File: src/rtl/seg_scanner.sv
// seg_scanner: four-digit multiplexed 7-segment driver with frame snapshot, leading-zero blanking, dead time and PWM dimming
module seg_scanner #(
  parameter int SLOT_CYCLES = 50000,
  parameter int DEAD_CYCLES = 500
) (
  input  logic       clk,
  input  logic       rst_n,
  input  logic [3:0] digit3,
  input  logic [3:0] digit2,
  input  logic [3:0] digit1,
  input  logic [3:0] digit0,
  input  logic       blank_lz,
  input  logic [2:0] brightness,
  output logic [3:0] an,
  output logic [6:0] seg,
  output logic       frame_tick
);
  localparam int PW = $clog2(SLOT_CYCLES);
  localparam logic [PW-1:0] LAST = PW'(SLOT_CYCLES - 1);
  localparam logic [PW-1:0] DEAD = PW'(DEAD_CYCLES);
  logic [PW-1:0] presc;
  logic [1:0]    idx;
  logic [2:0]    pwm;
  logic [15:0]   snap;
  logic          snap_lz;
  logic          slot_end, frame_end, lit, blank;
  logic [3:0]    code, an_d;
  logic [6:0]    dec, seg_d;
  always_comb begin
    slot_end  = presc == LAST;
    frame_end = slot_end && idx == 2'd3;
    code      = snap[{idx, 2'b00} +: 4];
    blank     = snap_lz && ((idx == 2'd3 && snap[15:12] == 4'h0) || (idx == 2'd2 && snap[15:8] == 8'h00));
    lit       = presc >= DEAD && pwm <= brightness;
    an_d      = lit ? ~(4'b0001 << idx) : 4'hF;
    case (code)
      4'h0: dec = 7'h40;
      4'h1: dec = 7'h79;
      4'h2: dec = 7'h24;
      4'h3: dec = 7'h30;
      4'h4: dec = 7'h19;
      4'h5: dec = 7'h12;
      4'h6: dec = 7'h02;
      4'h7: dec = 7'h78;
      4'h8: dec = 7'h00;
      4'h9: dec = 7'h10;
      4'hA: dec = 7'h08;
      4'hB: dec = 7'h03;
      4'hC: dec = 7'h46;
      4'hD: dec = 7'h21;
      4'hE: dec = 7'h06;
      default: dec = 7'h0E;
    endcase
    seg_d = blank ? 7'h7F : dec;
  end
  always_ff @(posedge clk) begin
    if (!rst_n) begin
      presc      <= '0;
      idx        <= '0;
      pwm        <= '0;
      snap       <= '0;
      snap_lz    <= 1'b0;
      frame_tick <= 1'b0;
      an         <= 4'hF;
      seg        <= 7'h7F;
    end else begin
      presc      <= slot_end ? '0 : presc + 1'b1;
      idx        <= slot_end ? idx + 2'd1 : idx;
      pwm        <= pwm + 3'd1;
      frame_tick <= frame_end;
      an         <= an_d;
      seg        <= seg_d;
      if (frame_end) begin
        snap    <= {digit3, digit2, digit1, digit0};
        snap_lz <= blank_lz;
      end
    end
  end
endmodule

File: config.mk
export PLATFORM = sky130hd
export DESIGN_NAME = seg_scanner
export DESIGN_NICKNAME = d
export VERILOG_FILES = /design/src/rtl/seg_scanner.sv
export SDC_FILE = /design/constraint.sdc
export NUM_CORES = 1
export LEC_CHECK = 0
export CELL_PAD_IN_SITES_DETAIL_PLACEMENT = 1
export CELL_PAD_IN_SITES_GLOBAL_PLACEMENT = 1
export CORE_ASPECT_RATIO = 1.1
export CORE_MARGIN = 2
export CORE_UTILIZATION = 45
export DETAILED_ROUTE_END_ITERATION = 8
export MAX_ROUTING_LAYER = met4
export PLACE_DENSITY_LB_ADDON = 0.1
export SLEW_MARGIN = 10
export SYNTH_ARGS = -nofsm -noshare
export SYNTH_HDL_FRONTEND = slang
export SYNTH_SLANG_ARGS = --single-unit
File: constraint.sdc
create_clock -name clk -period 4.6 [get_ports clk]
set_clock_uncertainty 0.15 [all_clocks]
set_input_delay 1.15 -clock clk [delete_from_list [all_inputs] [get_ports clk]]
set_output_delay 1.15 -clock clk [all_outputs]
set_load 0.05 [all_outputs]
==> metrics.json <==
{
  "outcome": "finished, final reports clean",
  "power.density_cell_area_nw_per_um2": 255,
  "post-cts-setup-buffers": 0,
  "initial_core_util_pct": 46.6,
  "timing.setup.tns_ns": 0,
  "cts_inserted_buffers": 5,
  "post_synth_and_or_nand_nor_area_fraction_pct": 19.5,
  "maximum_vdd_drop_uv": 120,
  "crit_path_max_fanout": 19,
  "routed_wl_mm": 5.36,
  "antenna_left": 0,
  "vias": 1982,
  "timing.slew.headroom_pct": 32.9,
  "setup_violations": 0,
  "syn_inst": 264,
  "cts_hold_buffers": 0,
  "cts.reportedPaths.clkPinSlew_ns": 0.08,
  "crit_buf_inv": 2,
  "globalRouteOverflowTotal": 0,
  "final_min_period_ns": 2.85,
  "number_of_global_route_vias_before_repair": 1921,
  "synth.yosys.warnings": 0,
  "detailed_routing_iterations_pass_1": 4,
  "power.share.switching_pct": 22.0,
  "area.growth.synth_to_final_pct": 17.4,
  "criticalPathCategory": "in2reg",
  "tritoncts_num_sinks": 50,
  "critical_path.top_delay_family": "buffers and inverters",
  "io_buffers": 33,
  "cpMaxStageDelayCell": "sky130_fd_sc_hd__clkdlybuf4s50_1",
  "ys_seq_area_share_pct": 39.8,
  "cap_viol_max_count": 0,
  "route.detailed.drc": 0,
  "critical_path.endpoint_type": "flop",
  "antenna_found_initial": 0,
  "synth_mux_area_share_pct": 7.67,
  "synth-xor-area-share_pct": 5.92,
  "hp-class": "reg2reg",
  "rsz0062_at_grt": "false",
  "dp_slack_ns": 1.42,
  "worstSkewPairLatency_ns": 0.30,
  "final_estimated_routing_congestion_in_global_placement": 0.814,
  "final-max-slew-violation-count": 0,
  "hold_viol_final": 0,
  "worst-slew-pin-transition_ns": 0.998,
  "postSynthRegisterBits": 50,
  "fin_crit_sh_pct": 62.0,
  "p_leak_nw": 1.05,
  "synth_top_family_by_area": "simple AND/OR/NAND/NOR gates",
  "post-route-worst-setup-slack_ns": 1.75,
  "tritoncts_clock_tree": "built",
  "synth_area_in_adders_pct": 7.96,
  "drt_first_iter_violations": 36,
  "final_core_utilization_pct": 54.7,
  "design.core.area_um2": 5400,
  "die_area_um2": 6200,
  "ctsHtreeMaxLevel": 2,
  "holdWs_ns": 0.329,
  "placementRows": 28,
  "cts_root_buf": "sky130_fd_sc_hd__clkbuf_8",
  "post_synth.cell_area_avg_um2": 9.52,
  "boundaryPins": 34,
  "die_width_um": 75.3,
  "postSynthNetCount": 302,
  "num-nets-final": 330,
  "synth_compound_area_share_pct": 14.5,
  "grt.total_usage_pct": 20.2,
  "power.total_w": 0.000754,
  "cp.arrival_ns": 2.85,
  "wl_per_cell_um": 14.6,
  "cell_by_cell_trace_of_the_critical_path": "clkdlybuf4s50_1 -> buf_4 -> a21boi_0 -> nand3_1",
  "netlist-cell-type-count": 40,
  "clock_power_share_pct": 33.0,
  "drive_gt1_share_pct": 5.84,
  "worst-endpoint-required_ns": 4.59,
  "internal_power_w": 0.000588,
  "crit_path_max_incr_delay_ns": 0.82,
  "global_route_wire_length_before_repair_mm": 9.30,
  "synthesized_cell_area_um2": 2510,
  "viasPerCell": 5.42,
  "diodes": 0,
  "cp-start-kind": "input pin",
  "post-dp-hpwl_mm": 3.94,
  "cts.repair.resized": 0,
  "p_seq_share_pct": 59.0,
  "clockBufferDepth": 2,
  "max_freq_mhz": 350,
  "die_height_um": 82.4,
  "grt_start_max_net_pins": 22,
  "total_switching_power_w": 0.000166,
  "share_comb_of_total_power_pct": 8.0
}
-- registers in the layout, summed over array words and instances, names as in the netlist --
| name | count |
|---|---|
| presc | 16 |
| snap | 16 |
| snap_lz | 1 |
| seg | 7 |
| pwm | 3 |
| idx | 2 |
| frame_tick | 1 |
| an | 4 |
-- placed cells by master, fill, tap and decap left out, types with 2 or more instances in the layout --
| cell type | synthesis | layout |
|---|---|---|
| sky130_fd_sc_hd__dfxtp_1 | 50 | 50 |
| sky130_fd_sc_hd__clkdlybuf4s50_1 | 0 | 33 |
| sky130_fd_sc_hd__nand3_1 | 29 | 29 |
| sky130_fd_sc_hd__o21ai_0 | 20 | 20 |
| sky130_fd_sc_hd__ha_1 | 16 | 16 |
| sky130_fd_sc_hd__nor2_1 | 14 | 14 |
| sky130_fd_sc_hd__xor2_1 | 12 | 12 |
| sky130_fd_sc_hd__inv_1 | 11 | 11 |
| sky130_fd_sc_hd__a21boi_0 | 10 | 10 |
| sky130_fd_sc_hd__nand2_1 | 9 | 9 |
| sky130_fd_sc_hd__a21boi_1 | 9 | 9 |
| sky130_fd_sc_hd__mux2i_1 | 8 | 8 |
| sky130_fd_sc_hd__nand4_1 | 6 | 6 |
| sky130_fd_sc_hd__clkbuf_8 | 0 | 6 |
| sky130_fd_sc_hd__a21oi_1 | 5 | 5 |
| sky130_fd_sc_hd__and3_1 | 5 | 5 |
| sky130_fd_sc_hd__xnor2_1 | 5 | 5 |
| sky130_fd_sc_hd__mux4_2 | 4 | 4 |
| sky130_fd_sc_hd__nor4_1 | 4 | 4 |
| sky130_fd_sc_hd__o221ai_1 | 4 | 4 |
| sky130_fd_sc_hd__o211ai_1 | 3 | 3 |
| sky130_fd_sc_hd__nor3_1 | 3 | 3 |
| sky130_fd_sc_hd__and2_1 | 3 | 3 |
| sky130_fd_sc_hd__mux2_2 | 2 | 2 |
| sky130_fd_sc_hd__o21a_1 | 2 | 2 |
| sky130_fd_sc_hd__or4_4 | 2 | 2 |
| sky130_fd_sc_hd__nor2b_1 | 2 | 2 |
| sky130_fd_sc_hd__or3_1 | 2 | 2 |
| sky130_fd_sc_hd__o31ai_1 | 2 | 2 |
-- worst paths after layout --
path / startpoint / cells past startpoint / end / slack, ns
max: rst_n / 4 / an[3] / 1.75
min: presc[0] / 1 / presc[0] / 0.33
max reg2reg: idx[0] / 4 / snap[14] / 2.09
min reg2reg: presc[0] / 1 / presc[0] / 0.33
-- cell usage after synthesis --
master | count | share of area [%]
sky130_fd_sc_hd__nor2b_1 | 2 | 0.50
sky130_fd_sc_hd__o2111ai_1 | 1 | 0.35
sky130_fd_sc_hd__mux2_2 | 2 | 0.90
sky130_fd_sc_hd__mux2i_1 | 8 | 3.2
sky130_fd_sc_hd__nor3_1 | 3 | 0.60
sky130_fd_sc_hd__o31ai_1 | 2 | 0.60
sky130_fd_sc_hd__nand4_1 | 6 | 1.5
sky130_fd_sc_hd__or4_1 | 1 | 0.30
sky130_fd_sc_hd__nand3_1 | 29 | 5.8
sky130_fd_sc_hd__or4_4 | 2 | 0.90
sky130_fd_sc_hd__a21oi_1 | 5 | 1.0
sky130_fd_sc_hd__dfxtp_1 | 50 | 40
sky130_fd_sc_hd__buf_2 | 3 | 0.60
sky130_fd_sc_hd__nor3b_1 | 1 | 0.30
sky130_fd_sc_hd__o211ai_1 | 3 | 0.90
sky130_fd_sc_hd__clkbuf_1 | 6 | 0.90
sky130_fd_sc_hd__mux4_2 | 4 | 3.6
sky130_fd_sc_hd__and4_1 | 1 | 0.35
sky130_fd_sc_hd__nand4b_1 | 1 | 0.35
sky130_fd_sc_hd__nand2b_1 | 1 | 0.25
sky130_fd_sc_hd__o221ai_1 | 4 | 1.4
sky130_fd_sc_hd__clkbuf_2 | 1 | 0.20
sky130_fd_sc_hd__xor2_1 | 12 | 4.2
sky130_fd_sc_hd__nor4_4 | 1 | 0.85
sky130_fd_sc_hd__or4bb_1 | 1 | 0.45
sky130_fd_sc_hd__inv_1 | 11 | 1.6
sky130_fd_sc_hd__and2_1 | 3 | 0.75
sky130_fd_sc_hd__nor2_1 | 14 | 2.1
sky130_fd_sc_hd__o21a_1 | 2 | 0.60
sky130_fd_sc_hd__ha_1 | 16 | 8.0
sky130_fd_sc_hd__buf_6 | 3 | 1.3
sky130_fd_sc_hd__xnor2_1 | 5 | 1.7
sky130_fd_sc_hd__a21boi_1 | 9 | 2.7
sky130_fd_sc_hd__a21boi_0 | 10 | 3.0
sky130_fd_sc_hd__and3_1 | 5 | 1.2
sky130_fd_sc_hd__or3_1 | 2 | 0.50
sky130_fd_sc_hd__nand2_4 | 1 | 0.45
sky130_fd_sc_hd__nor4_1 | 4 | 1.0
sky130_fd_sc_hd__o21ai_0 | 20 | 4.0
sky130_fd_sc_hd__nand2_1 | 9 | 1.3
-- worst reg2reg max path: stages, from the launching register on --
cell                       delay (ns)
sky130_fd_sc_hd__dfxtp_1         0.65
sky130_fd_sc_hd__ha_1            0.76
sky130_fd_sc_hd__inv_1           0.44
sky130_fd_sc_hd__o21ai_0         0.30
sky130_fd_sc_hd__a21boi_1        0.09
-- cells by family after synthesis --
kind of cell	Yosys count
AO/OA/AOI/OAI	56
multiplexers	14
adder cells (fa/ha/maj)	16
AND/OR/NAND/NOR	87
flip-flops	50
XOR/XNOR	17
buffers and inverters	24
-- per-layer routing --
| metal | part of all wire [%] | GRT usage (%) | vias to the layer above |
|---|---|---|---|
| li1 | - | - | 1005 |
| met1 | 53 | 28.8 | 938 |
| met2 | 44 | 29.5 | 33 |
| met3 | 2.5 | 2.67 | 6 |
| met4 | 0.90 | 7.02 | 0 |
| met5 | 0 | - | - |
-- through the flow --
step | instance area (um2) | std cells
after floorplan | 2510 | 264
after global placement | 2870 | 360
after detailed placement | 2870 | 360
after CTS | 2950 | 366
after global routing | 2950 | 366
final | 2950 | 366
-- power by group through the flow --
stage,Clock (W),Sequential (W),Combinational [W]
floorplan,0,0.000464,0.0000210
global placement,0,0.000455,0.0000596
detailed placement,0,0.000455,0.0000610
CTS,0.000260,0.000445,0.0000617
global route,0.000275,0.000446,0.0000669
finish,0.000249,0.000445,0.0000605
-- final cells by class --
cell class                 instances  area, um2
clock buffer                       6       82.6
tap                               75       93.8
fill                             642       2440
inverter                          11       41.3
timing repair buffer              34        338
sequential                        50       1000
multi-input combinational        190       1400
Note: power is estimated with default switching activity, not from simulation.
